[config.mk]
export PLATFORM = sky130hd
export DESIGN_NAME = rom_stream_loader_flat
export DESIGN_NICKNAME = d
export VERILOG_FILES = /design/src/rtl/romload_pkg.sv /design/src/rtl/rom_stream_loader_if.sv /design/src/rtl/romload_fifo.sv /design/src/rtl/rom_stream_loader.sv /design/src/flat_wrapper.sv
export SDC_FILE = /design/constraint.sdc
export NUM_CORES = 1
export LEC_CHECK = 0
export ABC_AREA = 1
export BUFFER_PORTS_ARGS = -buffer_cell sky130_fd_sc_hd__buf_2
export CAP_MARGIN = 20
export CORE_MARGIN = 2
export CORE_UTILIZATION = 40
export CTS_CLUSTER_SIZE = 30
export DETAILED_ROUTE_END_ITERATION = 12
export MAX_ROUTING_LAYER = met4
export PLACE_DENSITY = 0.64
export SETUP_SLACK_MARGIN = 0.15
export SLEW_MARGIN = 20
export SYNTH_ARGS = -nofsm -noshare
export SYNTH_HDL_FRONTEND = slang
export SYNTH_SLANG_ARGS = --single-unit
[constraint.sdc]
create_clock -name clk -period 6.3 [get_ports clk]
set_clock_uncertainty 0.1 [all_clocks]
set_input_delay 0.63 -clock clk [delete_from_list [all_inputs] [get_ports clk]]
set_output_delay 0.63 -clock clk [all_outputs]
set_load 0.05 [all_outputs]
[src/rtl/romload_pkg.sv]
// Shared definitions for the ROM stream loader: load-mode codes, FSM states,
// the FIFO word layout and the GBA header offsets used by the optional
// checksum (ROMLOAD_CHECKSUM_EN).
package romload_pkg;

    localparam logic [2:0] LOAD_IDLE = 3'd0;
    localparam logic [2:0] LOAD_ROM  = 3'd1;
    localparam logic [2:0] LOAD_CRAM = 3'd2;
    localparam logic [2:0] LOAD_CFG  = 3'd3;
    localparam logic [2:0] LOAD_BIOS = 3'd4;

    typedef enum logic [1:0] {
        ST_IDLE,
        ST_LOAD,
        ST_FLUSH,
        ST_DONE
    } state_t;

    // One SDRAM word as it travels through the FIFO (address carried alongside)
    typedef struct packed {
        logic [1:0]  ds;
        logic [15:0] data;
    } word_t;

    // GBA header: checksum covers 0xA0..0xBC, complement byte sits at 0xBD
    localparam int HDR_SUM_FIRST = 'hA0;
    localparam int HDR_CHK       = 'hBD;

    function automatic logic mode_valid(input logic [2:0] m);
        return (m == LOAD_ROM) || (m == LOAD_CRAM) || (m == LOAD_CFG) || (m == LOAD_BIOS);
    endfunction

endpackage

[src/rtl/rom_stream_loader_if.sv]
// SDRAM write port of the ROM stream loader: request held until a one-cycle ack.
interface rom_stream_loader_if #(
    parameter int AW = 25
) ();
    logic          mem_req;
    logic [AW-1:0] mem_addr;
    logic [15:0]   mem_wdata;
    logic [1:0]    mem_ds;
    logic          mem_ack;

    modport master (output mem_req, mem_addr, mem_wdata, mem_ds, input mem_ack);
    modport slave  (input mem_req, mem_addr, mem_wdata, mem_ds, output mem_ack);
endinterface

[src/rtl/romload_fifo.sv]
// Synchronous word FIFO with full/empty flags. A pop and a push in the same
// cycle are both honoured even when full: the pop frees the slot first.
module romload_fifo #(
    parameter int W     = 18,
    parameter int DEPTH = 4
) (
    input  logic         clk,
    input  logic         reset,
    input  logic         push_i,
    input  logic [W-1:0] din_i,
    output logic         push_ok_o,
    input  logic         pop_i,
    output logic [W-1:0] dout_o,
    output logic         full_o,
    output logic         empty_o
);
    localparam int PW = $clog2(DEPTH);

    logic [W-1:0] mem_q [DEPTH];
    logic [PW:0]  wr_q, rd_q;
    logic         do_push, do_pop;

    assign empty_o   = (wr_q == rd_q);
    assign full_o    = (wr_q[PW] != rd_q[PW]) && (wr_q[PW-1:0] == rd_q[PW-1:0]);
    assign do_pop    = pop_i && !empty_o;
    assign do_push   = push_i && (!full_o || do_pop);
    assign push_ok_o = do_push;
    assign dout_o    = mem_q[rd_q[PW-1:0]];

    // Read/write pointers with an extra wrap bit to tell full from empty
    always_ff @(posedge clk) begin
        if (reset) begin
            wr_q <= '0;
            rd_q <= '0;
        end else begin
            if (do_push) wr_q <= wr_q + 1'b1;
            if (do_pop)  rd_q <= rd_q + 1'b1;
        end
    end

    // Storage needs no reset; the pointers say what is valid
    always_ff @(posedge clk) begin
        if (do_push) mem_q[wr_q[PW-1:0]] <= din_i;
    end

endmodule

[src/rtl/rom_stream_loader.sv]
// Core-side sink for the IOSys ROM byte stream: packs bytes into 16-bit LE
// words, queues them and writes them to SDRAM at the base of the load mode.
// Optional feature macro: ROMLOAD_CHECKSUM_EN (GBA header checksum on mode 1).
module rom_stream_loader
    import romload_pkg::*;
#(
    parameter int            AW        = 25,
    parameter logic [AW-1:0] ROM_BASE  = 25'h000_0000,
    parameter logic [AW-1:0] CRAM_BASE = 25'h1F0_0000,
    parameter logic [AW-1:0] BIOS_BASE = 25'h1FC_0000,
    parameter int            DEPTH     = 4
) (
    input  logic                clk,
    input  logic                reset,
    input  logic [2:0]          rom_loading,
    input  logic [7:0]          rom_do,
    input  logic                rom_do_valid,
    rom_stream_loader_if.master mem,
    output logic                busy,
    output logic                load_done,
    output logic [2:0]          load_mode,
    output logic [AW:0]         load_bytes,
    output logic                overflow,
    output logic [31:0]         cfg_word,
    output logic                header_ok
);
    localparam int FW = AW + $bits(word_t);

    state_t        state_q, state_d;
    logic [2:0]    mode_q;
    logic          hold_q;      // last completed mode still on rom_loading
    logic [AW:0]   bytes_q;
    logic          phase_q;     // an even byte is waiting in pair_q
    logic [7:0]    pair_q;
    logic [AW-1:0] ptr_q;
    logic          ovf_q;
    logic [31:0]   cfg_q;

    logic          req_q;
    logic [AW-1:0] addr_q;
    logic [15:0]   wdata_q;
    logic [1:0]    ds_q;

    logic          mode_ok, idle_go, done_go, start, leave, take, drained;
    logic          push, push_ok, pop, fifo_full, fifo_empty;
    word_t         push_word, head_word;
    logic [FW-1:0] fifo_din, fifo_dout;

    function automatic logic [AW-1:0] base_of(input logic [2:0] m);
        case (m)
            LOAD_CRAM: return CRAM_BASE;
            LOAD_BIOS: return BIOS_BASE;
            default:   return ROM_BASE;
        endcase
    endfunction

    assign mode_ok = mode_valid(rom_loading);
    assign idle_go = mode_ok && !(hold_q && (rom_loading == mode_q));
    assign done_go = mode_ok && (rom_loading != mode_q);
    assign start   = ((state_q == ST_IDLE) && idle_go) || ((state_q == ST_DONE) && done_go);
    assign leave   = (state_q == ST_LOAD) && (rom_loading != mode_q);
    // Bytes arriving on the cycle the mode changes belong to no load
    assign take    = (state_q == ST_LOAD) && !leave && rom_do_valid;
    assign drained = fifo_empty && !req_q;
    assign pop     = req_q && mem.mem_ack;

    // FSM state register
    always_ff @(posedge clk) begin
        if (reset) state_q <= ST_IDLE;
        else       state_q <= state_d;
    end

    // FSM next state
    always_comb begin
        state_d = state_q;
        case (state_q)
            ST_IDLE:  if (idle_go) state_d = ST_LOAD;
            ST_LOAD:  if (leave)   state_d = ST_FLUSH;
            ST_FLUSH: if (drained) state_d = ST_DONE;
            ST_DONE:  state_d = done_go ? ST_LOAD : ST_IDLE;
            default:  state_d = ST_IDLE;
        endcase
    end

    // FSM outputs
    always_comb begin
        busy      = 1'b0;
        load_done = 1'b0;
        case (state_q)
            ST_LOAD, ST_FLUSH: busy = 1'b1;
            ST_DONE:           load_done = 1'b1;
            default:           ;
        endcase
    end

    // Word completion: odd byte closes a pair, or the trailing byte on flush
    always_comb begin
        push           = 1'b0;
        push_word.ds   = 2'b11;
        push_word.data = {rom_do, pair_q};
        if (leave && phase_q) begin
            push           = 1'b1;
            push_word.ds   = 2'b01;
            push_word.data = {8'hFF, pair_q};
        end else if (take && (mode_q != LOAD_CFG) && phase_q) begin
            push = 1'b1;
        end
    end

    assign fifo_din = {ptr_q, push_word};

    // Load bookkeeping: mode latch, byte count, pairing, pointer, overflow, config
    always_ff @(posedge clk) begin
        if (reset) begin
            mode_q  <= LOAD_IDLE;
            hold_q  <= 1'b0;
            bytes_q <= '0;
            phase_q <= 1'b0;
            pair_q  <= '0;
            ptr_q   <= '0;
            ovf_q   <= 1'b0;
            cfg_q   <= '0;
        end else if (start) begin
            mode_q  <= rom_loading;
            hold_q  <= 1'b0;
            bytes_q <= '0;
            phase_q <= 1'b0;
            pair_q  <= '0;
            ptr_q   <= base_of(rom_loading);
            ovf_q   <= 1'b0;
            if (rom_loading == LOAD_CFG) cfg_q <= '0;
        end else begin
            if (take) begin
                if (bytes_q != '1) bytes_q <= bytes_q + 1'b1;
                if (mode_q == LOAD_CFG) begin
                    if (bytes_q < (AW+1)'(4)) cfg_q[{bytes_q[1:0], 3'b000} +: 8] <= rom_do;
                end else begin
                    phase_q <= ~phase_q;
                    if (!phase_q) pair_q <= rom_do;
                end
            end
            if (leave) phase_q <= 1'b0;
            // A full FIFO drops the word but its address slot is still consumed
            if (push) begin
                ptr_q <= ptr_q + AW'(2);
                if (!push_ok) ovf_q <= 1'b1;
            end
            if ((state_q == ST_DONE) && !done_go)                hold_q <= 1'b1;
            if ((state_q == ST_IDLE) && (rom_loading != mode_q)) hold_q <= 1'b0;
        end
    end

    romload_fifo #(
        .W     (FW),
        .DEPTH (DEPTH)
    ) u_fifo (
        .clk       (clk),
        .reset     (reset),
        .push_i    (push),
        .din_i     (fifo_din),
        .push_ok_o (push_ok),
        .pop_i     (pop),
        .dout_o    (fifo_dout),
        .full_o    (fifo_full),
        .empty_o   (fifo_empty)
    );

    assign head_word = fifo_dout[$bits(word_t)-1:0];

    // Writer: present the FIFO head, hold until ack, then idle one cycle
    always_ff @(posedge clk) begin
        if (reset) begin
            req_q   <= 1'b0;
            addr_q  <= '0;
            wdata_q <= '0;
            ds_q    <= '0;
        end else if (!req_q && !fifo_empty) begin
            req_q   <= 1'b1;
            addr_q  <= fifo_dout[FW-1 -: AW];
            wdata_q <= head_word.data;
            ds_q    <= head_word.ds;
        end else if (pop) begin
            req_q <= 1'b0;
        end
    end

    assign mem.mem_req   = req_q;
    assign mem.mem_addr  = addr_q;
    assign mem.mem_wdata = wdata_q;
    assign mem.mem_ds    = ds_q;

    assign load_mode  = mode_q;
    assign load_bytes = bytes_q;
    assign overflow   = ovf_q;
    assign cfg_word   = cfg_q;

`ifdef ROMLOAD_CHECKSUM_EN
    logic [7:0] sum_q;
    logic       hdr_q;
    logic [7:0] chk_exp;

    assign chk_exp = 8'h00 - sum_q - 8'h19;

    // GBA header complement check over the mode-1 stream
    always_ff @(posedge clk) begin
        if (reset) begin
            sum_q <= '0;
            hdr_q <= 1'b1;
        end else if (start) begin
            sum_q <= '0;
            hdr_q <= 1'b0;
        end else if (take && (mode_q == LOAD_ROM)) begin
            if ((bytes_q >= (AW+1)'(HDR_SUM_FIRST)) && (bytes_q < (AW+1)'(HDR_CHK)))
                sum_q <= sum_q + rom_do;
            if (bytes_q == (AW+1)'(HDR_CHK))
                hdr_q <= (rom_do == chk_exp);
        end
    end

    assign header_ok = hdr_q;
`else
    assign header_ok = 1'b1;
`endif

    logic unused_full;
    assign unused_full = fifo_full;

endmodule

[src/flat_wrapper.sv]
// flat-port wrapper written by rule: the top's interface ports become plain ports
module rom_stream_loader_flat import romload_pkg::*;
#(
    parameter int            AW        = 25,
    parameter logic [AW-1:0] ROM_BASE  = 25'h000_0000,
    parameter logic [AW-1:0] CRAM_BASE = 25'h1F0_0000,
    parameter logic [AW-1:0] BIOS_BASE = 25'h1FC_0000,
    parameter int            DEPTH     = 4
)
  (clk, reset, rom_loading, rom_do, rom_do_valid, busy, load_done, load_mode, load_bytes, overflow, cfg_word, header_ok, mem_mem_req, mem_mem_addr, mem_mem_wdata, mem_mem_ds, mem_mem_ack);
  rom_stream_loader_if #(.AW(AW)) mem_i ();
  input  logic clk;
  input  logic reset;
  input  logic [2:0] rom_loading;
  input  logic [7:0] rom_do;
  input  logic rom_do_valid;
  output logic busy;
  output logic load_done;
  output logic [2:0] load_mode;
  output logic [AW:0] load_bytes;
  output logic overflow;
  output logic [31:0] cfg_word;
  output logic header_ok;
  output wire logic [$bits(mem_i.mem_req)-1:0] mem_mem_req;
  output wire logic [$bits(mem_i.mem_addr)-1:0] mem_mem_addr;
  output wire logic [$bits(mem_i.mem_wdata)-1:0] mem_mem_wdata;
  output wire logic [$bits(mem_i.mem_ds)-1:0] mem_mem_ds;
  input wire logic [$bits(mem_i.mem_ack)-1:0] mem_mem_ack;
  assign mem_mem_req = mem_i.mem_req;
  assign mem_mem_addr = mem_i.mem_addr;
  assign mem_mem_wdata = mem_i.mem_wdata;
  assign mem_mem_ds = mem_i.mem_ds;
  assign mem_i.mem_ack = mem_mem_ack;
  rom_stream_loader #(.AW(AW), .ROM_BASE(ROM_BASE), .CRAM_BASE(CRAM_BASE), .BIOS_BASE(BIOS_BASE), .DEPTH(DEPTH)) u_core (.clk(clk), .reset(reset), .rom_loading(rom_loading), .rom_do(rom_do), .rom_do_valid(rom_do_valid), .mem(mem_i), .busy(busy), .load_done(load_done), .load_mode(load_mode), .load_bytes(load_bytes), .overflow(overflow), .cfg_word(cfg_word), .header_ok(header_ok));
endmodule
# ---- After elaboration in Yosys (flattened, before gate mapping)
# Memories as Yosys holds them, arrays and structs flattened. A register that Yosys moved wholly into a read port is not among the register bits.
# Index checks and enable logic that the tools add are counted.
dict set report word_totals {
  output_inout_bits 109
  latch_bits 0
  ff_bits 106
  rom_bits 0
  mem_count 1
  ramBits 172
}
# memory depth word_bits read_ports rd_clocked_by_memory_dff wr line
set mem_list {}
lappend mem_list {u_core.u_fifo.mem_q 4 43 1 1 1 romload_fifo.sv:19} ;# logic [W-1:0] mem_q [DEPTH];
dict set report op_classes {
  n_lt_le_gt_ge 1
  reduce_logical 46
  n_eq_ne 19
  shift 2
  div_mod_pow 0
  mux 23
  n_bitwise 3
  multipliers 0
  add_sub_neg 5
}
# operator count
set op_table {}
lappend op_table {{$mux W32} 5}
lappend op_table {{$mux W25} 2}
lappend op_table {{$pmux W25 S2} 1}
lappend op_table {{$bwmux W32} 1}
lappend op_table {{$shift A8 B7 Y32 const A} 1}
lappend op_table {{$shiftx A8 B7 Y32} 1}
lappend op_table {{$add A26 B1 Y26 const B} 1}
lappend op_table {{$lt A26 B3 Y1 const B} 1}
lappend op_table {{$ne A26 B26 Y1 const B} 1}
lappend op_table {{$add A25 B2 Y25 const B} 1}
lappend op_table {{$logic_and A1 B1 Y1} 19}
lappend op_table {{$mux W18} 1}
lappend op_table {{$reduce_bool A2 Y1} 5}
lappend op_table {{$eq A3 B2 Y1 const B} 3}
lappend op_table {{$mux W1} 9}
lappend op_table {{$pmux W2 S4} 1}
lappend op_table {{$neg A5 Y7} 1}
lappend op_table {{$add A3 B1 Y3 const B} 2}
lappend op_table {{$eq A3 B3 Y1} 2}
lappend op_table {{$logic_not A1 Y1} 6}
lappend op_table {{$mux W2} 3}
lappend op_table {{$ne A2 B1 Y1 const B} 3}
lappend op_table {{$reduce_and A2 Y1} 3}
lappend op_table {{$reduce_and A3 Y1} 2}
lappend op_table {{other kinds (15)} 24}

# ---- Longest topological paths before layout
dict set report logic_depth {
  word_depth 12
  depth_mapped 13
  mapped_depth_nobuf 13
}

# ---- Modules after synthesis
# A second synthesis with hierarchy kept.
dict set report hier_totals {
  hier_cells 1617
  hier_area_um2 14432.6
}
# mod seq_area_each_um2 area_each_um2 cells_per_inst instances
set by_module_without_submodules {}
lappend by_module_without_submodules {rom_stream_loader 2842.7 7632.3 1133 1}
lappend by_module_without_submodules {romload_fifo 5325.1 6800.3 484 1}

# ---- Least setup slack after synthesis
# No wires, ideal clock.
dict set report synth_path {
  path_kind {register to register}
  startpoint {register u_core.mode_q[1], in the netlist u_core.load_mode[1]}
  endpoint {memory u_core.u_fifo.mem_q[0][0] in the netlist's numbering, enable pin}
  path_buffers 0
  t_arrival_ns 3.368
  required_ns 5.761
  stages_incl_launch_ff 11
  setup_time_ns 0.439
  setup_slack_ns 2.392
  path_cell_list {dfxtp_1 inv_1 nand2_1 nand2_1 nor2_4 nand3_2 nor2_2 nand3_2 nand2_4 nand2_2 nor2_1}
}
dict set report synth_via {
  elab_chain_cells 12
  word_cells_on_any_way 14
  classes_between {eq/ne (2); mux (4); reduce/logical (8)}
}
# element line
set synth_lines {}
lappend synth_lines {{start, declared} rom_stream_loader.sv:30} ;# logic [2:0] mode_q;
lappend synth_lines {{start signal, assigned} rom_stream_loader.sv:124} ;# mode_q <= rom_loading;
lappend synth_lines {{$ne A3 B3 Y1} rom_stream_loader.sv:61} ;# assign leave = (state_q == ST_LOAD) && (rom_loading != mode_q);
lappend synth_lines {{$logic_and A1 B1 Y1} rom_stream_loader.sv:61}
lappend synth_lines {{$logic_not A1 Y1} rom_stream_loader.sv:63} ;# assign take = (state_q == ST_LOAD) && !leave && rom_do_valid;
lappend synth_lines {{$logic_and A1 B1 Y1 (2 in a row)} rom_stream_loader.sv:63}
lappend synth_lines {{$logic_and A1 B1 Y1 (2 in a row)} rom_stream_loader.sv:105} ;# end else if (take && (mode_q != LOAD_CFG) && phase_q) begin
lappend synth_lines {{$mux W1} rom_stream_loader.sv:105}
lappend synth_lines {{$mux W1 *} rom_stream_loader.sv:101} ;# if (leave && phase_q) begin
lappend synth_lines {{$logic_and A1 B1 Y1 *} romload_fifo.sv:26} ;# assign do_push = push_i && (!full_o || do_pop);
lappend synth_lines {{$mux W1 *} romload_fifo.sv:43} ;# if (do_push) mem_q[wr_q[PW-1:0]] <= din_i;
lappend synth_lines {{$mux W1 (not written as such) *} romload_fifo.sv:43}
lappend synth_lines {{end, declared} romload_fifo.sv:19}
# Mark *: on every way between the ends. The rest lies on a longest branch, timed or not.

# ---- Worst setup path in the final report
dict set report layout_path {
  startpoint {register u_core.u_fifo.rd_q[0]}
  endpoint {register u_core.addr_q[3], in the netlist u_core.mem.mem_addr[3] (read register of u_core.u_fifo.mem_q)}
}
dict set report layout_via {
  elab_chain_cells 3
}
# element line
set layout_lines {}
lappend layout_lines {{start, declared} romload_fifo.sv:20} ;# logic [PW:0] wr_q, rd_q;
lappend layout_lines {{start signal, assigned} romload_fifo.sv:37} ;# if (do_pop) rd_q <= rd_q + 1'b1;
lappend layout_lines {{$eq A3 B3 Y1} romload_fifo.sv:23} ;# assign empty_o = (wr_q == rd_q);
lappend layout_lines {{$logic_not A1 Y1} rom_stream_loader.sv:177} ;# end else if (!req_q && !fifo_empty) begin
lappend layout_lines {{$logic_and A1 B1 Y1} rom_stream_loader.sv:177}
lappend layout_lines {{end, declared} rom_stream_loader.sv:40} ;# logic [AW-1:0] addr_q;
# Several ways; a longest one is shown, not always the timed one.
# A chain may end at the register's enable or synchronous reset.

==> impl_metrics.prom <==
# TYPE chip_impl_metric gauge
chip_impl_info{name="run_status",value="finished clean"} 1
chip_impl_metric{name="max_freq",unit="MHz"} 333
chip_impl_metric{name="critical_path_arrival",unit="ns"} 3.27
chip_impl_info{name="crit_top_cell",value="buf_4"} 1
chip_impl_metric{name="ys_warnings",unit=""} 0
chip_impl_metric{name="multi_input_comb_area",unit="µm²"} 5220
chip_impl_metric{name="critPathRequiredTime",unit="ns"} 6.57
chip_impl_info{name="synth_top_flop_cell",value="edfxtp_1"} 1
chip_impl_metric{name="yosys.area.top_type_share",unit=""} 0.357
chip_impl_metric{name="total_power_divided_by_cell_area",unit="nW/µm²"} 313
chip_impl_metric{name="instance_count_along_the_most_critical_hold_path",unit=""} 3
chip_impl_metric{name="port_buffers",unit=""} 121
chip_impl_info{name="cts_tree",value="yes"} 1
chip_impl_metric{name="cell_count_along_the_critical_path",unit=""} 5
chip_impl_metric{name="num_vias",unit=""} 10700
chip_impl_metric{name="post-layout-total-power",unit="µW"} 4950
chip_impl_metric{name="worst_slew_margin_rel",unit=""} 0.416
chip_impl_metric{name="grt_first_pass_wirelength",unit="µm"} 53000
chip_impl_info{name="critPathTopFamily",value="buffers and inverters"} 1
chip_impl_metric{name="die_w",unit="µm"} 190
chip_impl_metric{name="cap_violations",unit=""} 0
chip_impl_metric{name="synth_enable_flop_cells",unit=""} 164
chip_impl_info{name="synth_commonest_cells",value="nor2_1, nand2_1, edfxtp_1, dfxtp_1, o21ai_0"} 1
chip_impl_metric{name="total_of_flip_flops_plus_latches_after_synthesis",unit=""} 311
chip_impl_metric{name="final-max-slew-violation-count",unit=""} 0
chip_impl_metric{name="detailedRoute.firstIterationViolations",unit=""} 759
chip_impl_info{name="cp_launch_type",value="register"} 1
chip_impl_metric{name="synth.net_count",unit=""} 1565
chip_impl_metric{name="hpwlAfterDp",unit="µm"} 21900
chip_impl_info{name="crit_path_end_kind",value="register"} 1
chip_impl_metric{name="cts_hold_buf",unit=""} 0
chip_impl_info{name="setup.worst_path.class",value="reg -> reg"} 1
chip_impl_metric{name="gp_congestion",unit=""} 0.894
chip_impl_metric{name="dieArea",unit="µm²"} 36000
chip_impl_metric{name="irDropWorstVdd",unit="mV"} 0.212
chip_impl_metric{name="nFillCells",unit=""} 3278
chip_impl_metric{name="synth_seq_area_share",unit=""} 0.570
chip_impl_metric{name="drive_gt1_frac",unit=""} 0.138
chip_impl_metric{name="setup_viol_count_final",unit=""} 0
chip_impl_metric{name="design.core.area",unit="µm²"} 34300
chip_impl_metric{name="cpPeakStageDelay",unit="ns"} 0.62
chip_impl_metric{name="worstSkewPairLatency",unit="ns"} 0.51
chip_impl_info{name="grt_setup_unrepaired",value="false"} 1
chip_impl_metric{name="antenna_left",unit=""} 0
chip_impl_metric{name="number_of_clock_sinks_seen_by_cts",unit=""} 311
chip_impl_metric{name="firstDrtPassIters",unit=""} 7
chip_impl_metric{name="timing.final.crit_period",unit="ns"} 3.00
chip_impl_metric{name="path_buf_inv",unit=""} 3
chip_impl_metric{name="synthesis.area",unit="µm²"} 13800
chip_impl_metric{name="synth_cell_type_count",unit=""} 44
chip_impl_metric{name="post_cts_buffers",unit=""} 0
chip_impl_metric{name="start_util",unit=""} 0.402
chip_impl_info{name="synth_most_common_cell",value="nor2_1"} 1
chip_impl_metric{name="finish.net_count",unit=""} 1655
chip_impl_metric{name="final.hold.worst_slack",unit="ns"} 0.356
chip_impl_metric{name="postSynth.asyncResetShare",unit=""} 0
chip_impl_metric{name="synthesis.instances",unit=""} 1534
chip_impl_metric{name="layout.area.seq",unit="µm²"} 7870
chip_impl_metric{name="routed_wl",unit="µm"} 33100
chip_impl_metric{name="post_synth.cell_area_avg",unit="µm²"} 8.99
chip_impl_info{name="cp_cell_sequence",value="buf_4 > clkinv_1 > buf_4 > o21ai_0 > a31oi_1"} 1
chip_impl_metric{name="layout-area-overhead-vs-synth",unit="%"} 14.5
chip_impl_metric{name="globalRouteTotalUtil",unit=""} 0.189
chip_impl_metric{name="grt_pass1_vias",unit=""} 10200
chip_impl_metric{name="htreeDepth",unit=""} 2
chip_impl_metric{name="wl_per_cell",unit="µm"} 15.7
chip_impl_metric{name="cts-resized-gates",unit=""} 0
chip_impl_metric{name="power.static_leakage",unit="µW"} 0.00602
chip_impl_info{name="critPathSlowestCell",value="clkinv_1"} 1
chip_impl_metric{name="design_area",unit="µm²"} 15800
chip_impl_metric{name="cts_inserted_buffers",unit=""} 35
chip_impl_metric{name="dieHeight",unit="µm"} 190
chip_impl_metric{name="clk_pin_slew_worst_paths",unit="ns"} 0.06
chip_impl_metric{name="layout_worst_path_cycle_share",unit=""} 0.476
chip_impl_metric{name="number_of_antenna_violations_at_the_first_check_in_global_routing",unit=""} 0
chip_impl_metric{name="rrSetupSlack",unit="ns"} 3.30
chip_impl_metric{name="detail_route.drc_violations",unit=""} 0
chip_impl_metric{name="routed_via_density",unit=""} 5.08
chip_impl_info{name="synth_top_area_cell",value="edfxtp_1"} 1
chip_impl_metric{name="cp_max_fo",unit=""} 64
chip_impl_metric{name="tightestPinTransition",unit="ns"} 0.874
chip_impl_metric{name="placementRows",unit=""} 68
chip_impl_metric{name="global_route.overflow_total",unit=""} 0
chip_impl_info{name="clock-root-buffer",value="clkbuf_16"} 1
chip_impl_metric{name="worst_case_reg_to_reg_path_depth",unit=""} 5
chip_impl_metric{name="clockBufferDepth",unit=""} 3
chip_impl_info{name="yosys-top-cells-area",value="edfxtp_1, dfxtp_1, nor2_1, nand2_1, o21ai_0"} 1
chip_impl_info{name="hp-class",value="in -> reg"} 1
chip_impl_metric{name="boundary_pin_count",unit=""} 124
chip_impl_metric{name="placedInstanceArea",unit="µm²"} 14600
chip_impl_metric{name="largest_net_degree_at_the_start_of_global_routing",unit=""} 73
chip_impl_metric{name="setup_tns",unit="ns"} 0
chip_impl_metric{name="final-hold-violation-count",unit=""} 0
worst register-to-register path, cell delays in order (launching register included):
cell and delay [ns]:
dfxtp_2 0.60, buf_4 0.61, clkinv_1 0.69, buf_4 0.48, o21ai_0 0.28, a31oi_1 0.11
cell type report:
class	instances	area share
sequential	311	0.498
antenna	1	0.000158
timing repair buffer	131	0.0431
clock buffer	50	0.0635
inverter	79	0.0188
multi-input combinational	1066	0.330
clock inverter	14	0.0101
tap	455	0.0360
logic make-up after synthesis:
kind of cell	count (synthesis)	synth area share
simple gates	753	0.241
flops	311	0.570
buf+inv	157	0.0537
other cells	2	0.000544
fa+ha+maj	16	0.0145
xor+xnor	22	0.0145
compound gates	273	0.105
registers in the layout, summed over array words and instances, names as in the netlist:
signal	count
u_core.cfg_word	32
u_core.hold_q	1
u_core.load_bytes	26
u_core.load_mode	3
u_core.mem.mem_addr	24
u_core.mem.mem_ds	2
u_core.mem.mem_req	1
u_core.mem.mem_wdata	16
u_core.overflow	1
u_core.pair_q	8
u_core.phase_q	1
u_core.ptr_q	24
u_core.state_q	2
u_core.u_fifo.mem_q	164
u_core.u_fifo.rd_q	3
u_core.u_fifo.wr_q	3
power by group:
part / switching (µW) / internal (µW) / total (µW)
logic: 475 / 156 / 631
registers: 81.5 / 2210 / 2290
clock network: 795 / 1240 / 2030
total: 1350 / 3600 / 4950
through the flow:
step           setup slack, ns   util  instances
6_report                  3.30  0.461       2107
3_3_place_gp              3.22  0.427       2042
5_1_grt                   3.01  0.461       2106
4_1_cts                   3.33  0.461       2106
2_1_floorplan             2.39      -       1534
3_5_place_dp              3.16  0.427       2042
placed cells by master, fill, tap and decap left out, drive strengths merged, types with 2 or more instances in the layout:
cell	n
xor2	17
nand2	259
dfxtp	147
ha	16
inv	76
a31oi	41
edfxtp	164
bufinv	3
nand3b	18
xnor2	5
nor2	335
o21ai	142
a21oi	83
nor3	41
clkbuf	50
o211ai	2
buf	131
clkinv	13
nand4	27
nand3	71
a211oi	2
conb	2
o21bai	2
layer usage:
| metal | vias up | wire length (µm) | track usage |
|---|---|---|---|
| met5 | - | 0 | - |
| met4 | 0 | 502 | 0.0453 |
| met3 | 48 | 2470 | 0.0367 |
| met2 | 303 | 15200 | 0.300 |
| met1 | 4984 | 15000 | 0.251 |
| li1 | 5370 | - | - |
path summary, 6_finish.rpt:
| check | from | endpoint |
|---|---|---|
| max | u_core.u_fifo.rd_q[0]$_SDFFE_PP0P_ | u_core.mem.mem_addr[3]$_SDFFE_PP0P_ |
| min | rom_do[2] | u_core.pair_q[2]$_SDFFE_PP0P_ |
| max reg2reg | u_core.u_fifo.rd_q[0]$_SDFFE_PP0P_ | u_core.mem.mem_addr[3]$_SDFFE_PP0P_ |
| min reg2reg | u_core.mem.mem_ds[0]$_SDFFE_PP0P_ | u_core.mem.mem_ds[0]$_SDFFE_PP0P_ |
No activity file was read; power rests on OpenSTA's default activity.
